`src/rtl/alu_pkg.sv`:
```
// Shared constants, FSM state type and the RV32I subset decoder for the ALU issue unit.
package alu_pkg;

  localparam logic [2:0] FUNC_ADD = 3'b000;
  localparam logic [2:0] FUNC_SUB = 3'b001;
  localparam logic [2:0] FUNC_AND = 3'b010;
  localparam logic [2:0] FUNC_OR  = 3'b011;

  localparam logic [6:0] OPC_OP     = 7'b0110011;
  localparam logic [6:0] OPC_OP_IMM = 7'b0010011;

  localparam logic [2:0] F3_ADD = 3'b000;
  localparam logic [2:0] F3_AND = 3'b111;
  localparam logic [2:0] F3_OR  = 3'b110;

  localparam logic [6:0] F7_BASE = 7'b0000000;
  localparam logic [6:0] F7_SUB  = 7'b0100000;

  typedef enum logic [1:0] {ST_IDLE, ST_EXEC, ST_WB} state_t;

  typedef struct packed {
    logic       legal;
    logic       use_imm;
    logic [2:0] func;
  } dec_t;

  function automatic dec_t decode(input logic [31:0] instr);
    dec_t       d;
    logic [2:0] f3;
    logic [6:0] f7;
    d  = '0;
    f3 = instr[14:12];
    f7 = instr[31:25];
    case (instr[6:0])
      OPC_OP: begin
        if (f3 == F3_ADD && f7 == F7_BASE) begin
          d.legal = 1'b1; d.func = FUNC_ADD;
        end else if (f3 == F3_ADD && f7 == F7_SUB) begin
          d.legal = 1'b1; d.func = FUNC_SUB;
        end else if (f3 == F3_AND && f7 == F7_BASE) begin
          d.legal = 1'b1; d.func = FUNC_AND;
        end else if (f3 == F3_OR && f7 == F7_BASE) begin
          d.legal = 1'b1; d.func = FUNC_OR;
        end
      end
      OPC_OP_IMM: begin
        d.use_imm = 1'b1;
        case (f3)
          F3_ADD:  begin d.legal = 1'b1; d.func = FUNC_ADD; end
          F3_AND:  begin d.legal = 1'b1; d.func = FUNC_AND; end
          F3_OR:   begin d.legal = 1'b1; d.func = FUNC_OR;  end
          default: d.legal = 1'b0;
        endcase
      end
      default: d.legal = 1'b0;
    endcase
    return d;
  endfunction

endpackage

```
`src/rtl/register_file.sv`:
```
// Register file: two combinational read ports plus a debug read port, one write port; x0 reads zero.
// Writes land at the clock edge; synchronous clear on rst takes priority over a same-cycle write.
module register_file #(
  parameter int XLEN  = 32,
  parameter int NREGS = 32,
  parameter int AW    = $clog2(NREGS)
) (
  input  logic            clk,
  input  logic            rst,
  input  logic [AW-1:0]   rs1_addr,
  output logic [XLEN-1:0] rs1_data,
  input  logic [AW-1:0]   rs2_addr,
  output logic [XLEN-1:0] rs2_data,
  input  logic [AW-1:0]   dbg_addr,
  output logic [XLEN-1:0] dbg_data,
  input  logic            we,
  input  logic [AW-1:0]   waddr,
  input  logic [XLEN-1:0] wdata
);

  logic [XLEN-1:0] regs_q [NREGS];
  logic [XLEN-1:0] regs_d [NREGS];

  always_comb begin
    regs_d = regs_q;
    if (we && waddr != '0) regs_d[waddr] = wdata;
  end

  always_ff @(posedge clk) begin
    if (rst) regs_q <= '{default: '0};
    else     regs_q <= regs_d;
  end

  assign rs1_data = (rs1_addr == '0) ? '0 : regs_q[rs1_addr];
  assign rs2_data = (rs2_addr == '0) ? '0 : regs_q[rs2_addr];
  assign dbg_data = (dbg_addr == '0) ? '0 : regs_q[dbg_addr];

endmodule

```
`src/rtl/alu_issue_unit.sv`:
```
// Issues one decoded RV32I ALU op at a time: accept -> EXEC -> WB, three cycles per instruction.
// instr_ready is high only in IDLE; instr_valid seen while busy is ignored, so upstream must hold.
module alu_issue_unit
  import alu_pkg::*;
#(
  parameter int XLEN  = 32,
  parameter int NREGS = 32
) (
  input  logic            clk,
  input  logic            rst,
  input  logic            instr_valid,
  input  logic [31:0]     instr,
  output logic            instr_ready,
  output logic [2:0]      alu_func,
  output logic [XLEN-1:0] alu_op1,
  output logic [XLEN-1:0] alu_op2,
  input  logic [XLEN-1:0] alu_result,
  output logic            wb_valid,
  output logic [4:0]      wb_rd,
  output logic [XLEN-1:0] wb_data,
  output logic            illegal_instr,
  input  logic [4:0]      dbg_addr,
  output logic [XLEN-1:0] dbg_data
);

  state_t          state_q, state_d;
  logic [2:0]      alu_func_q, alu_func_d;
  logic [XLEN-1:0] alu_op1_q, alu_op1_d;
  logic [XLEN-1:0] alu_op2_q, alu_op2_d;
  logic [4:0]      rd_q, rd_d;
  logic            wb_valid_q, wb_valid_d;
  logic [4:0]      wb_rd_q, wb_rd_d;
  logic [XLEN-1:0] wb_data_q, wb_data_d;
  logic            illegal_q, illegal_d;

  logic [XLEN-1:0] rs1_data, rs2_data, imm_ext;
  dec_t            dec;

  assign dec     = decode(instr);
  assign imm_ext = {{(XLEN-12){instr[31]}}, instr[31:20]};

  register_file #(.XLEN(XLEN), .NREGS(NREGS)) u_rf (
    .clk      (clk),
    .rst      (rst),
    .rs1_addr (instr[19:15]),
    .rs1_data (rs1_data),
    .rs2_addr (instr[24:20]),
    .rs2_data (rs2_data),
    .dbg_addr (dbg_addr),
    .dbg_data (dbg_data),
    .we       (wb_valid_q),
    .waddr    (wb_rd_q),
    .wdata    (wb_data_q)
  );

  // The ALU result is captured at the end of EXEC so WB can both show and commit it.
  always_comb begin
    state_d    = state_q;
    alu_func_d = alu_func_q;
    alu_op1_d  = alu_op1_q;
    alu_op2_d  = alu_op2_q;
    rd_d       = rd_q;
    wb_valid_d = 1'b0;
    wb_rd_d    = wb_rd_q;
    wb_data_d  = wb_data_q;
    illegal_d  = 1'b0;
    case (state_q)
      ST_IDLE: begin
        if (instr_valid) begin
          if (dec.legal) begin
            state_d    = ST_EXEC;
            alu_func_d = dec.func;
            alu_op1_d  = rs1_data;
            alu_op2_d  = dec.use_imm ? imm_ext : rs2_data;
            rd_d       = instr[11:7];
          end else begin
            illegal_d = 1'b1;
          end
        end
      end
      ST_EXEC: begin
        state_d    = ST_WB;
        wb_valid_d = 1'b1;
        wb_rd_d    = rd_q;
        wb_data_d  = alu_result;
      end
      ST_WB:   state_d = ST_IDLE;
      default: state_d = ST_IDLE;
    endcase
  end

  always_ff @(posedge clk) begin
    if (rst) begin
      state_q    <= ST_IDLE;
      alu_func_q <= FUNC_ADD;
      alu_op1_q  <= '0;
      alu_op2_q  <= '0;
      rd_q       <= '0;
      wb_valid_q <= 1'b0;
      wb_rd_q    <= '0;
      wb_data_q  <= '0;
      illegal_q  <= 1'b0;
    end else begin
      state_q    <= state_d;
      alu_func_q <= alu_func_d;
      alu_op1_q  <= alu_op1_d;
      alu_op2_q  <= alu_op2_d;
      rd_q       <= rd_d;
      wb_valid_q <= wb_valid_d;
      wb_rd_q    <= wb_rd_d;
      wb_data_q  <= wb_data_d;
      illegal_q  <= illegal_d;
    end
  end

  assign instr_ready   = (state_q == ST_IDLE);
  assign alu_func      = alu_func_q;
  assign alu_op1       = alu_op1_q;
  assign alu_op2       = alu_op2_q;
  assign wb_valid      = wb_valid_q;
  assign wb_rd         = wb_rd_q;
  assign wb_data       = wb_data_q;
  assign illegal_instr = illegal_q;

endmodule
```
`config.mk`:
```
export PLATFORM = sky130hd
export DESIGN_NAME = alu_issue_unit
export DESIGN_NICKNAME = d
export VERILOG_FILES = /design/src/rtl/alu_pkg.sv /design/src/rtl/register_file.sv /design/src/rtl/alu_issue_unit.sv
export SDC_FILE = /design/constraint.sdc
export NUM_CORES = 2
export LEC_CHECK = 0
export CAP_MARGIN = 20
export CELL_PAD_IN_SITES_DETAIL_PLACEMENT = 1
export CELL_PAD_IN_SITES_GLOBAL_PLACEMENT = 1
export CORE_UTILIZATION = 51
export CTS_CLUSTER_SIZE = 14
export DETAILED_ROUTE_END_ITERATION = 7
export PLACE_DENSITY_LB_ADDON = 0.1
export SYNTH_ARGS = -nofsm -noshare
export SYNTH_HDL_FRONTEND = slang
export SYNTH_HIERARCHICAL = 1
export SYNTH_SLANG_ARGS = --single-unit
```
`constraint.sdc`:
```
create_clock -name clk -period 12.3 [get_ports clk]
set_input_delay 3.69 -clock clk [delete_from_list [all_inputs] [get_ports clk]]
set_output_delay 3.69 -clock clk [all_outputs]
set_load 0.05 [all_outputs]
```
Yosys cells after proc, flatten, opt, wreduce, memory -nomap -nowiden
Index checks and enable logic that the tools add are counted.
{"block": "word_totals", "word_cells": 111, "reg_bits": 1137, "out_inout_bits": 139, "inputBits": 72}
{"block": "classes", "magnitude_cmp": 5, "reduce_logical": 17, "n_mux": 34, "eq_ne": 8, "bitwise_logic": 6}
{"operator": "1024-bit bitwise mux", "count": 1}
{"operator": "32-bit binary-select mux with 5-bit select", "count": 3}
{"operator": "32-bit two-way mux", "count": 11}
{"operator": "32-bit demux with 5-bit select", "count": 1}
{"operator": "6-bit >= comparator, second input constant", "count": 4}
{"operator": "5-bit NOT with 6-bit output", "count": 4}
{"operator": "5-bit logical NOT", "count": 3}
{"operator": "7-bit by 6-bit equality test with 1-bit output, second input constant", "count": 2}
{"operator": "2-bit two-way mux", "count": 6}
{"operator": "1-bit two-way mux", "count": 8}
{"operator": "2-bit one-hot mux with 2 select lines", "count": 2}
{"operator": "7-bit by 5-bit equality test with 1-bit output, second input constant", "count": 1}
{"operator": "7-bit logical NOT", "count": 1}
{"operator": "3-bit equality test, second input constant", "count": 2}
{"operator": "1-bit logical AND", "count": 6}
{"operator": "6-bit by 1-bit < comparator with 1-bit output, second input constant", "count": 1}
{"operator": "3-bit one-hot mux with 2 select lines", "count": 1}
{"operator": "3-bit OR reduction", "count": 2}
{"operator": "5-bit nonzero test", "count": 1}
{"operator": "3-bit logical NOT", "count": 1}
{"operator": "3-bit AND reduction", "count": 1}
{"operator": "2-bit by 1-bit equality test with 1-bit output, second input constant", "count": 1}
{"operator": "2-bit logical NOT", "count": 1}
{"operator": "2-bit by 1-bit != test with 1-bit output, second input constant", "count": 1}
{"operator": "other kinds (4)", "count": 5}

Logic depth before layout (Yosys ltp)
{"block": "depth", "word_depth": 10, "depth_mapped": 12}

Modules after synthesis
The synthesis kept the hierarchy.
{"module": "register_file", "seq_area_each_um2": 20499.7, "n_inst": 1, "area_per_inst_um2": 59992.5, "cells_each": 6585}
{"module": "alu_issue_unit", "seq_area_each_um2": 2242.2, "n_inst": 1, "area_per_inst_um2": 4772.1, "cells_each": 574}

Least setup slack after synthesis
No wires, ideal clock.
{"block": "synth_path", "path_kind": "input to output", "start": "in dbg_addr[1]", "end": "out dbg_data[13]", "setup_slack_ps": 2239, "required_ps": 8610, "t_arrival_ps": 6371, "path_stages": 9, "path_cell_list": "buf_6 > buf_4 > buf_4 > buf_4 > nor2_1 > clkbuf_1 > a22oi_1 > a21oi_1 > nor4_1"}
{"block": "synth_via", "elab_chain_cells": 5, "word_cells_on_any_way": 6, "classes_between": "mux: 4; bitwise: 1; reduce/logical: 1"}
{"item": "from (decl)", "line_no": "alu_issue_unit.sv:22", "source": "input logic [4:0] dbg_addr,"}
{"item": "5-bit NOT with 6-bit output (not written as such)", "line_no": "register_file.sv:36", "source": "assign dbg_data = (dbg_addr == '0) ? '0 : regs_q[dbg_addr];"}
{"item": "32-bit binary-select mux with 5-bit select", "line_no": "register_file.sv:36"}
{"item": "32-bit two-way mux (not written as such) (2 in a row)", "line_no": "register_file.sv:36"}
{"item": "32-bit two-way mux *", "line_no": "register_file.sv:36"}
{"item": "to (decl)", "line_no": "alu_issue_unit.sv:23", "source": "output logic [XLEN-1:0] dbg_data"}
Every way passes the cells marked *; elsewhere a longest branch is shown, timed or not. The select of a mux whose other input is x is not followed.

Final worst setup path
{"block": "layout_path", "start": "in dbg_addr[4]", "end": "out dbg_data[3]"}
The elaborated chain is that of the path after synthesis.

==> impl_metrics.yaml <==
cts:
  cts_setup_buffers: 0
  cts_buffers: 136
  cts_hold_buf: 0
  cts.sinks: 1136
  cts_resized: 0
  clkTransAtPathRegs_ns: 0.06
  htreeDepth: 4
  ctsLongestPathBuffers: 3
  cts_tree: "built"
  clock_latency_ns: 0.82
  clock-root-buffer: "clkbuf_16"
global_routing:
  antenna_found_initial: 23
  grt_pass1_vias: 63500
  global_route.overflow_total: 0
  grt_util_all_layers: 0.484
  grt_pass1_wl_um: 448000
  grt_max_degree: 226
synth:
  ys_async_sr_fraction: 0
  yosys_warnings: 6
  synth-seq-cells: 1136
  synth-edff-count: 0
  ys.flop_type: "dfxtp_1"
  synthSimpleGateAreaFrac: 0.156
  synthXorXnorAreaFrac: 0
  synthMuxAreaShare: 0.287
  synth-compound-area-share: 0.151
  synthCells: 7159
  syn_nets: 7231
  synth_top_family_by_area: "multiplexers"
  synth_area_per_cell_um2: 9.05
  yosys.cell_types.count: 66
  netlist_area_um2: 64800
  yosysSeqAreaShare: 0.351
  synthAdderAreaFrac: 0
sta:
  drv_slew: 0
  post-route-period-util: 0.923
  skew_ns: 0.0363
  rsz0062_at_grt: "no"
  tightest_slew_ns: 1.39
  tns_ns: 0
  fin_crit_ns: 11.35
  clock.fmax_mhz: 88.1
  holdWs_ns: 0.453
  setup_viol: 0
  finalHoldViolCount: 0
  relSlewSlack: 0.0670
power_and_ir_drop:
  ir_drop_v: 0.000131
  powerDensity_nw_per_um2: 120
  p_leak_nw: 23.5
  total_power_mw: 8.73
placed_design:
  gp_congestion: 0.966
  port_buffers: 209
  dp_hpwl_um: 187000
  dp_cells: 8446
  place_area_um2: 67700
final_layout:
  areaGrowthSynthToFinish_pct: 11.9
  drive_gt1_frac: 0.176
  final_common_cell: "nand2_1"
  design_area_um2: 72500
  nets: 7016
  final_cells: 8713
  mostFrequentLayoutCells: "nand2_1, a21oi_1, dfxtp_1"
critical_path:
  slowest_delay_ns: 1.09
  critPathArrivalTime_ns: 7.66
  cp_slowest_cell: "nor3_1"
  cp_max_fo: 31
  critPathLaunch: "dbg_addr[4]"
  cp.required_ns: 8.61
  worstPathCellList: "clkdlybuf4s50_1 -> or2_2 -> nor4_4 -> buf_4 -> nor3_1 -> clkdlybuf4s50_1"
  crit_type: "in -> out"
  cp-end-kind: "primary output"
  r2r_start: "wb_rd[1]"
  cp_common_cell: "clkdlybuf4s50_1"
  start_kind: "input pin"
drt:
  ant_nets: 0
  vias_per_cell: 7.34
  drt-pass1-iter-count: 6
  drc_errors: 0
  vias: 63900
  drt-total-wl_um: 316000
  drt-initial-drc-count: 9273
  wl_per_cell_um: 36.3
floorplan:
  row_count: 130
  chipHeight_um: 358
  dieArea_um2: 128000
  ios: 211
  die_x_um: 358
  core-area_um2: 126000
  initial_core_util: 0.515
flow_run:
  maxCapViolations: 0
hold_path:
  hold_path.startpoint: "rd_q[2]"
  hp-class: "reg -> reg"
status:
  outcome: "completed"
==> sequential cells by signal, indices dropped and copies added, names as in the netlist <==
| signal | count |
|---|---|
| alu_func | 2 |
| alu_op1 | 32 |
| u_rf/regs_q | 1024 |
| state_q | 2 |
| wb_rd | 5 |
| rd_q | 5 |
| wb_data | 32 |
| wb_valid | 1 |
| illegal_instr | 1 |
| alu_op2 | 32 |
==> worst paths after layout <==
kind,endpoint,slack [ns],cells past startpoint
max,dbg_data[3],0.95,6
min,wb_rd[2],0.45,2
max reg2reg,u_rf/regs_q[444],8.79,5
min reg2reg,wb_rd[2],0.45,2
==> per-stage QoR <==
step | utilization | setup WS [ns]
after detailed placement | 0.538 | 1.35
after global routing | 0.576 | 1.03
after floorplan | - | 2.24
after global placement | 0.538 | 1.37
after CTS | 0.575 | 1.35
final | 0.576 | 0.950
==> kinds of logic (layout without fill, tap and decap cells) <==
family / count (synthesis) / count (layout)
buf+inv: 786 / 669
flops: 1136 / 1136
compound gates: 1699 / 1699
mux: 1068 / 1068
simple gates: 2469 / 2469
other cells: 1 / 22
==> routing by layer <==
layer  global-route usage  part of all wire  wire [um]
met5                    0           0.00027         84
met1                0.581              0.35     111000
met4                0.381             0.089      28300
met2                0.696              0.42     134000
met3                0.184              0.14      42900
==> area by class of cell <==
cell class / count / area (um^2)
Fill cell: 14000 / 53300
Multi-Input combinational cell: 5237 / 38900
Sequential cell: 1136 / 22700
Timing Repair Buffer: 430 / 4070
Clock buffer: 189 / 3960
Tap cell: 1650 / 2060
Clock inverter: 47 / 653
Antenna cell: 21 / 52.6
Inverter: 3 / 11.3
==> cells in the mapped netlist (all sizes together), types with 3 or more instances <==
cell type | count | area, um^2
a21boi | 32 | 240
nor2b | 104 | 651
and3 | 16 | 101
a2111oi | 29 | 273
a221oi | 4 | 35.0
dfxtp | 1136 | 22700
mux2 | 69 | 777
nand2 | 2097 | 7870
a211oi | 59 | 443
nor2 | 29 | 109
nand3 | 43 | 215
mux2i | 375 | 3750
or3b | 3 | 26.3
o221ai | 25 | 219
nand4b | 3 | 26.3
mux4 | 624 | 14100
o21ai | 75 | 375
o32ai | 28 | 245
or2 | 5 | 31.3
and3b | 3 | 26.3
nor4b | 3 | 38.8
o22ai | 63 | 394
and2 | 41 | 257
clkbuf | 524 | 1970
nor4 | 31 | 200
nor3 | 65 | 325
o211ai | 32 | 245
nand2b | 5 | 31.3
buf | 259 | 1560
a22o | 47 | 412
and4b | 4 | 40.0
a21oi | 1166 | 5840
a22oi | 129 | 968
nand4 | 3 | 18.8
nand3b | 4 | 30.0
==> report_power, final <==
part / switching, mW / leakage, nW / internal (mW) / total [mW]
clock network: 1.74 / 2.26 / 2.54 / 4.28
registers: 0.000191 / 9.14 / 3.68 / 3.68
logic: 0.545 / 12.1 / 0.229 / 0.774
total: 2.28 / 23.5 / 6.45 / 8.73
==> critical path: cells and delay by family <==
kind	cells	cell delay [ns]
buf+inv	3	2.18
simple gates	3	1.74
Power figures use the tool's default switching activity.
